===== src/rtl/fifo_pkg.sv =====
// rtl/fifo_pkg.sv - shared FIFO constants and skid-buffer operation encoding
package fifo_pkg;

  localparam int FIFO_DATA_WIDTH = 32;
  localparam int FIFO_ADDR_WIDTH = 3;
  localparam int SKID_DEPTH      = 2;
  localparam int SKID_CNT_WIDTH  = 2;

  // {push, pop} pair as seen by the skid buffer in one cycle
  typedef enum logic [1:0] {
    SKID_IDLE = 2'b00,
    SKID_POP  = 2'b01,
    SKID_PUSH = 2'b10,
    SKID_BOTH = 2'b11
  } skid_op_e;

endpackage


===== src/rtl/fifo_read_stage_if.sv =====
// rtl/fifo_read_stage_if.sv - valid/ready word stream toward the downstream stage
interface fifo_read_stage_if #(
  parameter int DATA_WIDTH = 32
);

  logic                  valid;
  logic                  ready;
  logic [DATA_WIDTH-1:0] data;

  modport master (output valid, output data, input ready);
  modport slave  (input valid, input data, output ready);

endinterface


===== src/rtl/rd_skid_buffer.sv =====
// rtl/rd_skid_buffer.sv - 2-entry in-order skid buffer with push/pop/flush
module rd_skid_buffer
  import fifo_pkg::*;
#(
  parameter int DATA_WIDTH = FIFO_DATA_WIDTH
) (
  input  logic                      clk,
  input  logic                      reset,
  input  logic                      flush,
  input  logic                      push,
  input  logic [DATA_WIDTH-1:0]     push_data,
  input  logic                      pop,
  output logic                      valid,
  output logic [DATA_WIDTH-1:0]     head,
  output logic [SKID_CNT_WIDTH-1:0] count
);

  logic [DATA_WIDTH-1:0]     entry0;
  logic [DATA_WIDTH-1:0]     entry1;
  logic [SKID_CNT_WIDTH-1:0] count_q;
  skid_op_e                  op;

  assign op = skid_op_e'({push, pop});

  // entry0 is always the head; a pop shifts entry1 forward, flush drops everything
  always_ff @(posedge clk) begin
    if (reset) begin
      count_q <= '0;
      entry0  <= '0;
      entry1  <= '0;
    end else if (flush) begin
      count_q <= '0;
    end else begin
      case (op)
        SKID_PUSH: begin
          if (count_q == '0) entry0 <= push_data;
          else               entry1 <= push_data;
          count_q <= count_q + SKID_CNT_WIDTH'(1);
        end
        SKID_POP: begin
          entry0  <= entry1;
          count_q <= count_q - SKID_CNT_WIDTH'(1);
        end
        SKID_BOTH: begin
          if (count_q == SKID_CNT_WIDTH'(1)) begin
            entry0 <= push_data;
          end else begin
            entry0 <= entry1;
            entry1 <= push_data;
          end
        end
        default: ;
      endcase
    end
  end

  assign valid = (count_q != '0);
  assign head  = entry0;
  assign count = count_q;

endmodule


===== src/rtl/fifo_read_stage.sv =====
// rtl/fifo_read_stage.sv - async FIFO read-side drain stage; FIFO_RD_PARITY_EN enables parity check
module fifo_read_stage
  import fifo_pkg::*;
#(
  parameter int DATA_WIDTH = FIFO_DATA_WIDTH,
  parameter int ADDR_WIDTH = FIFO_ADDR_WIDTH
) (
  input  logic                      clk,
  input  logic                      reset,
  input  logic                      fifo_empty,
  input  logic [DATA_WIDTH:0]       fifo_r_data,
  output logic                      fifo_r_en,
  output logic [ADDR_WIDTH-1:0]     fifo_r_adrs,
  input  logic                      flush,
  fifo_read_stage_if.master         out,
  output logic [SKID_CNT_WIDTH-1:0] out_count,
  output logic                      parity_err
);

  logic       pop;
  logic       inflight;
  logic       room;
  logic [2:0] pending;

  assign pop = out.valid & out.ready;

  // Slots committed after this edge: buffered + returning word, minus the one leaving.
  // Counting the pop lets a read issue in the same cycle a stall releases.
  assign pending   = {1'b0, out_count} + {2'b00, inflight} - {2'b00, pop};
  assign room      = (pending < 3'(SKID_DEPTH));
  assign fifo_r_en = !reset & !flush & !fifo_empty & room;

  // Read pointer wraps naturally; the in-flight flag tracks the RAM's one-cycle latency
  always_ff @(posedge clk) begin
    if (reset) begin
      fifo_r_adrs <= '0;
      inflight    <= 1'b0;
    end else begin
      if (fifo_r_en) fifo_r_adrs <= fifo_r_adrs + ADDR_WIDTH'(1);
      inflight <= fifo_r_en;
    end
  end

`ifdef FIFO_RD_PARITY_EN
  logic parity_q;

  // Sticky flag on any captured word whose total parity (data + parity bit) is odd
  always_ff @(posedge clk) begin
    if (reset) begin
      parity_q <= 1'b0;
    end else if (inflight && !flush && (^fifo_r_data)) begin
      parity_q <= 1'b1;
    end
  end

  assign parity_err = parity_q;
`else
  logic unused_parity_bit;
  assign unused_parity_bit = fifo_r_data[DATA_WIDTH];
  assign parity_err        = 1'b0;
`endif

  rd_skid_buffer #(
    .DATA_WIDTH(DATA_WIDTH)
  ) u_skid (
    .clk      (clk),
    .reset    (reset),
    .flush    (flush),
    .push     (inflight),
    .push_data(fifo_r_data[DATA_WIDTH-1:0]),
    .pop      (pop),
    .valid    (out.valid),
    .head     (out.data),
    .count    (out_count)
  );

endmodule


===== src/flat_wrapper.sv =====
// flat-port wrapper written by rule: the top's interface ports become plain ports
module fifo_read_stage_flat import fifo_pkg::*;
#(
  parameter int DATA_WIDTH = FIFO_DATA_WIDTH,
  parameter int ADDR_WIDTH = FIFO_ADDR_WIDTH
)
  (clk, reset, fifo_empty, fifo_r_data, fifo_r_en, fifo_r_adrs, flush, out_count, parity_err, out_valid, out_data, out_ready);
  fifo_read_stage_if #(.DATA_WIDTH(DATA_WIDTH)) out_i ();
  input  logic clk;
  input  logic reset;
  input  logic fifo_empty;
  input  logic [DATA_WIDTH:0] fifo_r_data;
  output logic fifo_r_en;
  output logic [ADDR_WIDTH-1:0] fifo_r_adrs;
  input  logic flush;
  output logic [SKID_CNT_WIDTH-1:0] out_count;
  output logic parity_err;
  output wire logic [$bits(out_i.valid)-1:0] out_valid;
  output wire logic [$bits(out_i.data)-1:0] out_data;
  input wire logic [$bits(out_i.ready)-1:0] out_ready;
  assign out_valid = out_i.valid;
  assign out_data = out_i.data;
  assign out_i.ready = out_ready;
  fifo_read_stage #(.DATA_WIDTH(DATA_WIDTH), .ADDR_WIDTH(ADDR_WIDTH)) u_core (.clk(clk), .reset(reset), .fifo_empty(fifo_empty), .fifo_r_data(fifo_r_data), .fifo_r_en(fifo_r_en), .fifo_r_adrs(fifo_r_adrs), .flush(flush), .out(out_i), .out_count(out_count), .parity_err(parity_err));
endmodule

===== config.mk =====
export PLATFORM = sky130hd
export DESIGN_NAME = fifo_read_stage_flat
export DESIGN_NICKNAME = d
export VERILOG_FILES = /design/src/rtl/fifo_pkg.sv /design/src/rtl/fifo_read_stage_if.sv /design/src/rtl/rd_skid_buffer.sv /design/src/rtl/fifo_read_stage.sv /design/src/flat_wrapper.sv
export SDC_FILE = /design/constraint.sdc
export NUM_CORES = 1
export LEC_CHECK = 0
export BUFFER_PORTS_ARGS = -buffer_cell sky130_fd_sc_hd__buf_2
export CORE_MARGIN = 4
export CORE_UTILIZATION = 58
export CTS_CLUSTER_SIZE = 40
export DETAILED_ROUTE_END_ITERATION = 12
export GPL_ROUTABILITY_DRIVEN = 0
export PLACE_DENSITY = 0.85
export SLEW_MARGIN = 30
export SYNTH_ARGS = -nofsm -noshare
export SYNTH_HDL_FRONTEND = slang
export SYNTH_SLANG_ARGS = --single-unit

===== constraint.sdc =====
create_clock -name clk -period 6.41 [get_ports clk]
set_clock_uncertainty 0.1 [all_clocks]
set_input_delay 1.282 -clock clk [delete_from_list [all_inputs] [get_ports clk]]
set_output_delay 1.282 -clock clk [all_outputs]
set_load 0.02 [all_outputs]

# Word-level counts from Yosys, hierarchy flattened
# Cells that the tools add are included.
# op_classes
bitwise_logic,5
n_div,0
reduce_logical,11
n_mux,7
addsub,5
multipliers,0
n_eq_ne,7
n_lt_le_gt_ge,1
shift,0
# op_table
cell,count
two-way mux 32 bit,4
case mux 32 bit (3 select lines),1
case mux 32 bit (2 select lines),1
"!= test 2 bit, second input constant",3
nonzero test 2 bit,3
bitwise AND 1 bit,4
"== test 2 x 1 -> 1 bit, second input constant",2
"== test 2 bit, second input constant",2
case mux 2 bit (2 select lines),1
AND reduction 4 bit,1
adder 2 x 1 -> 3 bit,1
"adder 3 x 1 -> 3 bit, second input constant",1
logical NOT 1 bit,3
"less-than comparator 3 x 2 -> 1 bit, second input constant",1
AND reduction 3 bit,1
nonzero test 3 bit,1
subtractor 3 x 1 -> 3 bit,1
"adder 2 x 1 -> 2 bit, second input constant",1
logical NOT 2 bit,1
OR reduction 2 bit,1
"subtractor 2 x 1 -> 2 bit, second input constant",1
NOT 1 bit,1
# totals
ram_bits,0
memories,0
romBits,0
wordCells,41
register_bits,70
out_inout_bits,40
latch_bits,0
input_bits,38

# Longest topological paths before layout
# depth
word_depth,5
depth_mapped,13
depth_no_buf,10

# Hierarchy
# From an unflattened synthesis, not the netlist that was laid out.
# unflattened
hier_cells,394
area_unflattened_um2,3415.8
# modules_own_cells
mod,area_per_inst_um2,seq_area_each_um2,n_inst,cells_each
rd_skid_buffer,3163.0,1321.3,1,367
fifo_read_stage,252.7,80.1,1,27

# Worst setup path after synthesis
# OpenSTA, ideal clock, no wires.
# synth_path
path_type,input port to output port
startpoint,input out_ready
endpoint,output fifo_r_en
t_required_ps,5028
path_buffers,2
setup_slack_ps,1550
arrival_ps,3478
stages,9
cell_sequence,nor2b_1 -> buf_2 -> inv_2 -> clkbuf_1 -> ha_1 -> nand2_1 -> fa_1 -> or4b_4 -> nor2_1
# synth_via
elab_chain_len,4
# synth_rtl
element,line_no,text
"start, declared",flat_wrapper.sv:20,input wire logic [$bits(out_i.ready)-1:0] out_ready;
bitwise AND 1 bit,fifo_read_stage.sv:25,assign pop = out.valid & out.ready;
subtractor 3 x 1 -> 3 bit,fifo_read_stage.sv:29,"assign pending = {1'b0, out_count} + {2'b00, inflight} - {2'b00, pop};"
less-than comparator 3 x 2 -> 1 bit,fifo_read_stage.sv:30,assign room = (pending < 3'(SKID_DEPTH));
bitwise AND 1 bit,fifo_read_stage.sv:31,assign fifo_r_en = !reset & !flush & !fifo_empty & room;
"end, declared",flat_wrapper.sv:13,output logic fifo_r_en;
# No other way between the ends.

# Worst setup path after layout
# Same ends and word-level chain as after synthesis.

==> summary.md <==
| Metric | Value |
|---|---|
| Crit path arrival time | `3670 ps` |
| Hold Slack | `378 ps` |
| Root Driver | `clkbuf_8` |
| Nets | `475` |
| Share of cells above drive strength 1 | `24.3%` |
| Crit-path cells | `buf_2 -> nor2b_2 -> inv_2 -> ha_1 -> nand2_1 -> fa_1 -> or4b_4 -> nor2_1 -> buf_2` |
| Initial antenna violation count | `0` |
| Top-Level Pins | `78` |
| Commonest non-fill, non-tap cell in the layout | `buf_2` |
| HP Class | `reg2reg` |
| Cts hold-fix bufs | `0` |
| Core area | `5570 µm²` |
| Die height | `84.2 µm` |
| MaxCap Viol Count | `0` |
| First-pass GRT wire length | `13800 µm` |
| Worst path required time | `5030 ps` |
| Critical path launch point type | `primary input` |
| Leakage power figure | `1.44 nW` |
| Setup TNS | `0 ps` |
| Period minus WS final | `5050 ps` |
| Post-CTS Setup Repair Bufs | `0` |
| Vias in the first global route | `2872` |
| Initial Utilization | `60.4%` |
| Worst R2R Path Depth | `10` |
| CTS tree | `built` |
| Buffers on Ports | `75` |
| Antenna fix cells | `0` |
| Max stage delay cell, worst path | `fa_1` |
| Mapped Area | `3370 µm²` |
| Slew Viols, Final | `0` |
| DR WL/cell | `16.5 µm` |
| Synthesized Nets | `421` |
| Flops & latches, synth | `70` |
| Post-route DRC | `0` |
| Drt first pass iters | `5` |
| Setup slack, reg-to-reg | `3020 ps` |
| Initial DRC count | `161` |
| Critical path fanouts, max | `34` |
| Area growth syn-to-layout | `16.1%` |
| Fin crit share | `78.7%` |
| Via count | `3079` |
| GRT Total Usage | `23.5%` |
| RSZ-0062 raised after global routing | `no` |
| Clk Latency, worst-skew pair | `330 ps` |
| Final WL | `8370 µm` |
| Core Util, Final | `70.1%` |
| Global route overflow | `0` |
| Power Density | `228 nW/µm²` |
| Post-cts resize count | `0` |
| Crit path top cell by count | `buf_2` |
| Mapped Cells | `377` |
| DP Cell Count | `492` |
| Sequential area share after synthesis | `41.6%` |
| Critical path type | `in2out` |
| Synth Area per Inst | `8.93 µm²` |
| Worst-margin pin slew | `814 ps` |
| Total die area | `7090 µm²` |
| Warnings, synthesis | `0` |
| VDD IR-drop max | `0.159 mV` |
| Unique masters post-synth | `33` |
| Total CTS buffers | `9` |
| Clock sinks | `70` |
| CTS H-Tree Depth | `3` |
| Antenna-violating nets left | `0` |
| Die width | `84.2 µm` |
| CTS Buffer Depth | `2` |
| Dpl hpwl | `5080 µm` |
| Vias/cell | `6.06` |
| Slew headroom | `45.7%` |
| Peak Freq | `198 MHz` |
| Final hold vios | `0` |
| Hold path depth | `2` |
| Cell row count | `27` |
| Worst setup EP type | `output port` |
| Largest net degree at the start of global routing | `105` |
| Max incr delay on CP | `500 ps` |
| Status | `finished clean` |
| Most frequent cells in the layout | `buf_2 (75), dfxtp_1 (70), nand2b_1 (65), a21oi_1 (34)` |
| Clock transition at path regs | `70 ps` |
| Fin cells | `508` |
| Final setup vio count | `0` |
[critical path: cells and delay by family]
kind	cells	cell delay (ps)
AND/OR/NAND/NOR	4	880
buffers and inverters	3	720
adder cells (fa/ha/maj)	2	780
[registers in the layout, indices dropped and copies added (netlist names)]
| name | count |
|---|---|
| u_core.u_skid.count | 2 |
| u_core.inflight | 1 |
| u_core.fifo_r_adrs | 3 |
| u_core.u_skid.entry1 | 32 |
| u_core.u_skid.head | 32 |
[where the power goes]
part | internal (mW) | switching, mW | total (mW)
combinational | 0.0500 | 0.0757 | 0.126
clock | 0.148 | 0.160 | 0.308
sequential | 0.450 | 0.00894 | 0.458
[layout make-up]
class                      instances  area (µm²)
multi-input combinational        262        1790
fill                             459        1670
sequential                        70        1400
timing repair buffer              82         435
clock buffer                      11         141
tap                               72        90.1
clock inverter                     5        25.0
inverter                           6        22.5
[worst paths after layout]
kind / from / to
hold reg to reg: u_core.u_skid.entry1[9] / u_core.u_skid.entry1[9]
hold / removal: u_core.u_skid.entry1[9] / u_core.u_skid.entry1[9]
setup reg to reg: u_core.u_skid.count[1] / u_core.fifo_r_adrs[0]
setup / recovery: out_ready / fifo_r_en
[cells in the mapped netlist]
| cell | instances | area, µm² |
|---|---|---|
| a2111oi_0 | 1 | 8.76 |
| buf_4 | 4 | 30.0 |
| and2_1 | 1 | 6.26 |
| nor4b_1 | 1 | 8.76 |
| buf_2 | 4 | 20.0 |
| and2_0 | 1 | 6.26 |
| xnor2_1 | 3 | 26.3 |
| o21ai_1 | 2 | 10.0 |
| ha_1 | 5 | 62.6 |
| xor2_1 | 1 | 8.76 |
| nand3_1 | 33 | 165 |
| clkbuf_1 | 31 | 116 |
| nor2b_1 | 1 | 6.26 |
| or3_1 | 1 | 6.26 |
| inv_1 | 5 | 18.8 |
| conb_1 | 1 | 3.75 |
| nand2b_1 | 65 | 407 |
| dfxtp_1 | 70 | 1400 |
| o21ai_0 | 32 | 160 |
| nor3b_1 | 1 | 7.51 |
| nand2_1 | 2 | 7.51 |
| nor2_1 | 5 | 18.8 |
| a211oi_2 | 1 | 12.5 |
| or4b_4 | 1 | 13.8 |
| inv_2 | 1 | 3.75 |
| nand3b_1 | 1 | 7.51 |
| mux2i_1 | 32 | 320 |
| a311oi_1 | 33 | 289 |
| a31o_2 | 1 | 8.76 |
| a21oi_1 | 34 | 170 |
| fa_1 | 1 | 20.0 |
| nor3_1 | 1 | 5.00 |
| a21bo_2 | 1 | 10.0 |
[per-stage QoR]
stage / worst slack (ps) / power [mW] / cell area, µm²
after detailed placement: 1360 / 0.594 / 3740
after CTS: 1350 / 0.896 / 3910
after global placement: 1400 / 0.590 / 3720
after global routing: 1230 / 0.930 / 3910
final: 1360 / 0.892 / 3910
after floorplan: 1550 / 0.551 / 3370
[cell families (layout without fill, tap and decap cells)]
| family | after synthesis | count (layout) | share of synthesized area [%] |
|---|---|---|---|
| other | 1 | 1 | 0.111 |
| XOR/XNOR | 4 | 4 | 1.04 |
| adder cells (fa/ha/maj) | 6 | 6 | 2.45 |
| flip-flops | 70 | 70 | 41.6 |
| buffers and inverters | 45 | 104 | 5.61 |
| AND/OR/NAND/NOR | 114 | 114 | 19.8 |
| AO/OA/AOI/OAI | 105 | 105 | 19.9 |
| multiplexers | 32 | 32 | 9.51 |
[layer usage]
metal / global-route usage (%) / share of wire (%) / wire, µm
met2: 40.1 / 50 / 4200
met5: 0 / 0 / 0
met3: 3.73 / 6.3 / 526
met1: 30.4 / 42 / 3550
met4: 7.16 / 1.1 / 90
No activity file was read; power rests on OpenSTA's default activity.
